<file path="src/rtl/robot_pkg.sv">
// Shared encodings for the tracked-robot drive controller: FSM states,
// remote-control move codes and per-track direction codes.
package robot_pkg;

  typedef enum logic [2:0] {
    PWR_OFF,
    ENGINE_START,
    IDLE,
    DRIVE,
    BRAKE,
    TRK_ERR,
    ENGINE_END
  } state_t;

  localparam logic [2:0] MV_FWD     = 3'b111;
  localparam logic [2:0] MV_BACK    = 3'b011;
  localparam logic [2:0] MV_LEFT_A  = 3'b101;
  localparam logic [2:0] MV_LEFT_B  = 3'b010;
  localparam logic [2:0] MV_RIGHT_A = 3'b110;
  localparam logic [2:0] MV_RIGHT_B = 3'b001;

  localparam logic [1:0] DIR_STOP = 2'b00;
  localparam logic [1:0] DIR_FWD  = 2'b01;
  localparam logic [1:0] DIR_BACK = 2'b10;

  // Direction pairs are {left, right}; equal pairs mean "same direction".
  localparam logic [3:0] PAIR_STOP = {DIR_STOP, DIR_STOP};
  localparam logic [3:0] PAIR_FWD  = {DIR_FWD, DIR_FWD};
  localparam logic [3:0] PAIR_BACK = {DIR_BACK, DIR_BACK};

  function automatic logic [3:0] move_to_dirs(input logic [2:0] move);
    logic [3:0] pair;
    pair = PAIR_STOP;
    case (move)
      MV_FWD:                 pair = PAIR_FWD;
      MV_BACK:                pair = PAIR_BACK;
      MV_LEFT_A, MV_LEFT_B:   pair = {DIR_BACK, DIR_FWD};
      MV_RIGHT_A, MV_RIGHT_B: pair = {DIR_FWD, DIR_BACK};
      default:                pair = PAIR_STOP;
    endcase
    return pair;
  endfunction

endpackage

</file>
<file path="src/rtl/robot_pwm.sv">
// Two-channel PWM generator sharing one free-running counter; period is
// 2^SPEED_W-1 cycles so an all-ones speed yields a constant high output.
module robot_pwm #(
  parameter int SPEED_W = 4
) (
  input  logic               clk_i,
  input  logic               rstn_i,
  input  logic [SPEED_W-1:0] cur_speed,
  input  logic [1:0]         left_dir,
  input  logic [1:0]         right_dir,
  output logic               left_pwm,
  output logic               right_pwm
);

  localparam logic [SPEED_W-1:0] CNT_MAX = SPEED_W'((1 << SPEED_W) - 2);

  logic [SPEED_W-1:0] cnt_q;
  logic               duty_on;

  always_ff @(posedge clk_i or negedge rstn_i) begin
    if (!rstn_i) begin
      cnt_q <= '0;
    end else if (cnt_q == CNT_MAX) begin
      cnt_q <= '0;
    end else begin
      cnt_q <= cnt_q + 1'b1;
    end
  end

  assign duty_on   = (cnt_q < cur_speed);
  assign left_pwm  = duty_on && (left_dir != 2'b00);
  assign right_pwm = duty_on && (right_dir != 2'b00);

endmodule

</file>
<file path="src/rtl/robot_drive_ctrl.sv">
// Tracked-robot drive controller: engine warm-up, ramped per-command speed,
// brake-before-reverse, front/rear obstacle stop and PWM track outputs.
module robot_drive_ctrl
  import robot_pkg::*;
#(
  parameter int SPEED_W    = 4,
  parameter int WARMUP_CYC = 8
) (
  input  logic               clk_i,
  input  logic               rstn_i,
  input  logic               motor_on_i,
  input  logic [2:0]         move_i,
  input  logic [SPEED_W-1:0] speed_i,
  input  logic               tracker_fwrd_i,
  input  logic               tracker_back_i,
  output logic               motor_status_o,
  output logic [1:0]         left_motor_o,
  output logic [1:0]         right_motor_o,
  output logic               left_pwm_o,
  output logic               right_pwm_o,
  output logic [SPEED_W-1:0] cur_speed_o,
  output logic               tracker_status_o
);

  localparam int WCNT_W = (WARMUP_CYC > 1) ? $clog2(WARMUP_CYC) : 1;
  localparam logic [WCNT_W-1:0] WCNT_LAST = WCNT_W'(WARMUP_CYC - 1);

  state_t             state_q, state_d;
  logic [SPEED_W-1:0] speed_q, speed_d, ramp_speed;
  logic [3:0]         dir_q, dir_d, pend_q, pend_d, move_dirs;
  logic [WCNT_W-1:0]  wcnt_q, wcnt_d;
  logic               dir_blocked, cmd_blocked, drive_active;

  assign move_dirs   = move_to_dirs(move_i);
  assign dir_blocked = ((dir_q == PAIR_FWD) && tracker_fwrd_i) ||
                       ((dir_q == PAIR_BACK) && tracker_back_i);
  assign cmd_blocked = ((move_dirs == PAIR_FWD) && tracker_fwrd_i) ||
                       ((move_dirs == PAIR_BACK) && tracker_back_i);

  always_comb begin
    ramp_speed = speed_q;
    if (speed_q < speed_i)      ramp_speed = speed_q + 1'b1;
    else if (speed_q > speed_i) ramp_speed = speed_q - 1'b1;
  end

  always_ff @(posedge clk_i or negedge rstn_i) begin
    if (!rstn_i) begin
      state_q <= PWR_OFF;
      speed_q <= '0;
      dir_q   <= PAIR_STOP;
      pend_q  <= PAIR_STOP;
      wcnt_q  <= '0;
    end else begin
      state_q <= state_d;
      speed_q <= speed_d;
      dir_q   <= dir_d;
      pend_q  <= pend_d;
      wcnt_q  <= wcnt_d;
    end
  end

  always_comb begin
    state_d = state_q;
    speed_d = speed_q;
    dir_d   = dir_q;
    pend_d  = pend_q;
    wcnt_d  = wcnt_q;
    unique case (state_q)
      PWR_OFF: begin
        if (motor_on_i) begin
          state_d = ENGINE_START;
          wcnt_d  = '0;
        end
      end
      ENGINE_START: begin
        if (!motor_on_i)              state_d = PWR_OFF;
        else if (wcnt_q == WCNT_LAST) state_d = IDLE;
        else                          wcnt_d  = wcnt_q + 1'b1;
      end
      IDLE: begin
        if (!motor_on_i) begin
          state_d = ENGINE_END;
        end else if ((move_dirs != PAIR_STOP) && !cmd_blocked) begin
          dir_d   = move_dirs;
          state_d = DRIVE;
        end
      end
      DRIVE: begin
        if (dir_blocked) begin
          speed_d = '0;
          state_d = TRK_ERR;
        end else if (!motor_on_i) begin
          state_d = ENGINE_END;
        end else if (move_dirs == dir_q) begin
          speed_d = ramp_speed;
        end else begin
          pend_d  = move_dirs;
          state_d = BRAKE;
        end
      end
      BRAKE: begin
        if (dir_blocked) begin
          speed_d = '0;
          state_d = TRK_ERR;
        end else if (!motor_on_i) begin
          state_d = ENGINE_END;
        end else if (speed_q == '0) begin
          // Reached standstill: only now may the track direction change.
          if (pend_q != PAIR_STOP) begin
            dir_d   = pend_q;
            state_d = DRIVE;
          end else begin
            state_d = IDLE;
          end
        end else begin
          speed_d = speed_q - 1'b1;
          pend_d  = move_dirs;
        end
      end
      TRK_ERR: begin
        if (!motor_on_i) begin
          state_d = ENGINE_END;
        end else if (!tracker_fwrd_i && !tracker_back_i && (move_dirs == PAIR_STOP)) begin
          state_d = IDLE;
        end
      end
      ENGINE_END: begin
        if (speed_q == '0)    state_d = PWR_OFF;
        else if (dir_blocked) speed_d = '0;
        else                  speed_d = speed_q - 1'b1;
      end
      default: state_d = PWR_OFF;
    endcase
  end

  assign drive_active     = ((state_q == DRIVE) || (state_q == BRAKE) ||
                             (state_q == ENGINE_END)) && (speed_q != '0);
  assign left_motor_o     = drive_active ? dir_q[3:2] : DIR_STOP;
  assign right_motor_o    = drive_active ? dir_q[1:0] : DIR_STOP;
  assign motor_status_o   = (state_q != PWR_OFF) && (state_q != ENGINE_START);
  assign tracker_status_o = (state_q == TRK_ERR);
  assign cur_speed_o      = speed_q;

  robot_pwm #(
    .SPEED_W (SPEED_W)
  ) u_pwm (
    .clk_i     (clk_i),
    .rstn_i    (rstn_i),
    .cur_speed (speed_q),
    .left_dir  (left_motor_o),
    .right_dir (right_motor_o),
    .left_pwm  (left_pwm_o),
    .right_pwm (right_pwm_o)
  );

endmodule

</file>
<file path="config.mk">
export PLATFORM = sky130hd
export DESIGN_NAME = robot_drive_ctrl
export DESIGN_NICKNAME = d
export VERILOG_FILES = /design/src/rtl/robot_pkg.sv /design/src/rtl/robot_pwm.sv /design/src/rtl/robot_drive_ctrl.sv
export SDC_FILE = /design/constraint.sdc
export NUM_CORES = 1
export LEC_CHECK = 0
export BUFFER_PORTS_ARGS = -buffer_cell sky130_fd_sc_hd__buf_2
export CELL_PAD_IN_SITES_DETAIL_PLACEMENT = 1
export CELL_PAD_IN_SITES_GLOBAL_PLACEMENT = 2
export CORE_MARGIN = 2
export CORE_UTILIZATION = 32
export CTS_CLUSTER_DIAMETER = 30
export DETAILED_ROUTE_END_ITERATION = 6
export PLACE_DENSITY = 0.8
export SYNTH_ARGS = -nofsm -noshare
export SYNTH_HDL_FRONTEND = slang
export SYNTH_HIERARCHICAL = 1
export SYNTH_SLANG_ARGS = --single-unit
</file>
<file path="constraint.sdc">
create_clock -name clk_i -period 5.06 [get_ports clk_i]
set_input_delay 0.759 -clock clk_i [delete_from_list [all_inputs] [get_ports clk_i]]
set_output_delay 0.759 -clock clk_i [all_outputs]
set_load 0.02 [all_outputs]
</file>
==> results.json <==
{
  "internal_power_uw": 635,
  "drc_errors": 0,
  "grt_pass1_wl_mm": 8.38,
  "synth_simple_gate_area_share_pct": 24.9,
  "yosysSeqAreaShare_pct": 29.2,
  "grt_overflow": 0,
  "tightest_slew_ps": 830,
  "synth-async-reset-ratio_pct": 100,
  "insertedDiodeCount": 0,
  "gp_congestion": 0.756,
  "path_cells": "inv_1 -> ha_1 -> nor3b_1 -> a21oi_1 -> and2_1 -> nor2_1 -> nor3_1 -> buf_2",
  "p_leak_nw": 0.974,
  "grt.total_usage_pct": 16.5,
  "skew_ps": 10.2,
  "synth_edf_count": 0,
  "combPwrFrac_pct": 54.3,
  "syn-instance-count": 222,
  "post-route-util_pct": 37.7,
  "status": "complete, no violations",
  "cp_slowest_stage_delay_ps": 480,
  "syn_to_final_growth_pct": 12.1,
  "cts_tree": "done",
  "cts_buffers": 3,
  "worst_hold_slack_ps": 469,
  "power.density_nw_per_um2": 556,
  "grt_max_degree": 23,
  "coreArea_sq_um": 5610,
  "postCtsHoldBufs": 0,
  "final_common_cell": "buf_2",
  "io_pins": 24,
  "clkTransAtPathRegs_ps": 90,
  "synth_fa_ha_area_share_pct": 7.29,
  "slew_headroom_pct": 44.7,
  "dp_hpwl_mm": 3.68,
  "synthesis.area_sq_um": 1890,
  "die_x_um": 80.8,
  "insertion_delay_ps": 270,
  "ant_nets": 0,
  "drt_wl_total_mm": 4.94,
  "grt_pass1_vias": 1678,
  "swShare_pct": 45.9,
  "crit_path_end_kind": "output pin",
  "tns_ps": 0,
  "drv_slew": 0,
  "start_util_pct": 33.6,
  "rows": 27,
  "ir_drop_mv": 0.219,
  "worst_ep_arrival_time_ps": 2190,
  "synth-seq-cells": 22,
  "htree_levels": 1,
  "dieArea_sq_um": 6530,
  "clkPwrFrac_pct": 14.5,
  "rsz0062_at_grt": "false",
  "synth_xor_area_share_pct": 0,
  "maxCapViolations": 0,
  "cts_buffer_depth": 2,
  "worstReg2RegStart": "cur_speed_o[0]",
  "cts_resized": 0,
  "seq_power_share_pct": 31.2,
  "drtPass1Iterations": 4,
  "synthFlopType": "dfrtp_1",
  "vias": 1714,
  "p_sw_uw": 539,
  "nNetsFinal": 264,
  "hp-class": "primary input to async pin",
  "yosys.area.top_type": "dfrtp_1",
  "viasPerCell": 5.49,
  "synth_top_area_share_pct": 29.2,
  "cts_root_buf": "clkbuf_8",
  "syn_avg_cell_area_sq_um": 8.50,
  "portBuffers": 23,
  "yosys_warnings": 6,
  "layout-drive-gt1-share_pct": 18.3,
  "drt_iter0_markers": 121,
  "ys_top_cells_by_area": "dfrtp_1 (29%), ha_1 (7.3%), a21oi_1 (4.8%)",
  "setup_violations": 0,
  "required_ps": 4300,
  "finalCritPeriodShare_pct": 58.3,
  "fmax_mhz": 339,
  "post-cts-setup-buffers": 0,
  "worstSetupPathType": "register to output pin",
  "synth_nets": 245,
  "synth-compound-area-share_pct": 24.9,
  "synth_top_family_by_area": "compound AO/OA/AOI/OAI gates",
  "final.fill_count": 712,
  "final_cell_mix": "buf_2 (23), dfrtp_1 (22), nand2_1 (19)",
  "chipHeight_um": 80.8,
  "slowest_stage": "dfrtp_1",
  "ys_types": 57,
  "hold_viol": 0,
  "startpoint_type": "register",
  "worstPathMaxFanout": 8,
  "synthMuxAreaShare_pct": 8.16,
  "avgRoutedWirePerCell_um": 15.8,
  "antenna_found_initial": 0,
  "cts.sinks": 22,
  "crit_start": "cur_speed_o[0]",
  "min_period_ps": 2950
}
==> cell families (layout without fill, tap and decap cells) <==
family                     Yosys count  after routing
DFF                                 22             22
and+or+nand+nor                     82             82
buffers and inverters               24             42
adders and majority gates           11             11
AOI/OAI and AO/OA                   69             69
muxes                               14             14
==> layer usage <==
| layer | vias up | wire length [um] | GRT usage, % |
|---|---|---|---|
| li1 | 851 | - | - |
| met3 | 4 | 114 | 1.67 |
| met5 | - | 0 | 0 |
| met2 | 24 | 2240 | 26.7 |
| met4 | 0 | 58 | 5.08 |
| met1 | 835 | 2530 | 23.3 |
==> state kept, by name, indices dropped and copies added, names as in the netlist <==
signal and cells:
u_pwm/cnt_q 4, state_q 3, wcnt_q 3, cur_speed_o 4
pend_q 4, dir_q 4
==> critical path: cells and delay by family, from the launching register on <==
family                     cells  cell delay, ps
DFF                            1             480
adders and majority gates      1             210
AOI/OAI and AO/OA              1             140
and+or+nand+nor                4             810
buffers and inverters          2             290
==> layout make-up <==
cell class	count	area, sq um	area share, %
clock buffers	3	41.3	1.95
flip-flops and latches	22	551	26.0
inverters	15	56.3	2.66
repair buffers	23	115	5.44
multi-input cells	176	1230	58.2
clock inverters	1	30.0	1.42
well taps	72	90.1	4.26
==> power by group through the flow <==
stage / Sequential, mW / Combinational, mW / Clock [mW]
finish: 0.366 / 0.638 / 0.170
global route: 0.385 / 0.723 / 0.181
CTS: 0.366 / 0.648 / 0.176
detailed placement: 0.370 / 0.646 / 0
global placement: 0.363 / 0.636 / 0
floorplan: 0.330 / 0.509 / 0
==> path summary, 6_finish.rpt <==
kind	end	slack, ps	cells past startpoint
worst max register to register	state_q[0]	2660	7
worst max-delay path	right_pwm_o	2110	8
max in group asynchronous	state_q[0]	4220	1
min in group clk_i	pend_q[1]	530	1
worst min-delay path	u_pwm/cnt_q[2]	470	1
worst min register to register	pend_q[1]	530	1
==> through the flow <==
| step | setup slack [ps] | power [mW] | std cells | cell area, sq um |
|---|---|---|---|---|
| finish | 2110 | 1.17 | 312 | 2110 |
| global route | 1840 | 1.29 | 312 | 2110 |
| CTS | 2080 | 1.19 | 312 | 2110 |
| detailed placement | 2240 | 1.02 | 308 | 2040 |
| global placement | 2280 | 0.999 | 308 | 2040 |
| floorplan | 2280 | 0.839 | 222 | 1890 |
==> synthesized netlist by cell type, types with 5 or more instances <==
cell type	number
nor2_1	16
inv_1	15
mux2i_1	6
dfrtp_1	22
mux2_2	5
o21ai_0	14
o21ai_1	5
ha_1	11
nand2_1	19
a22o_1	5
and2_1	5
nor2b_1	5
a21oi_1	18
Power figures use the tool's default switching activity.
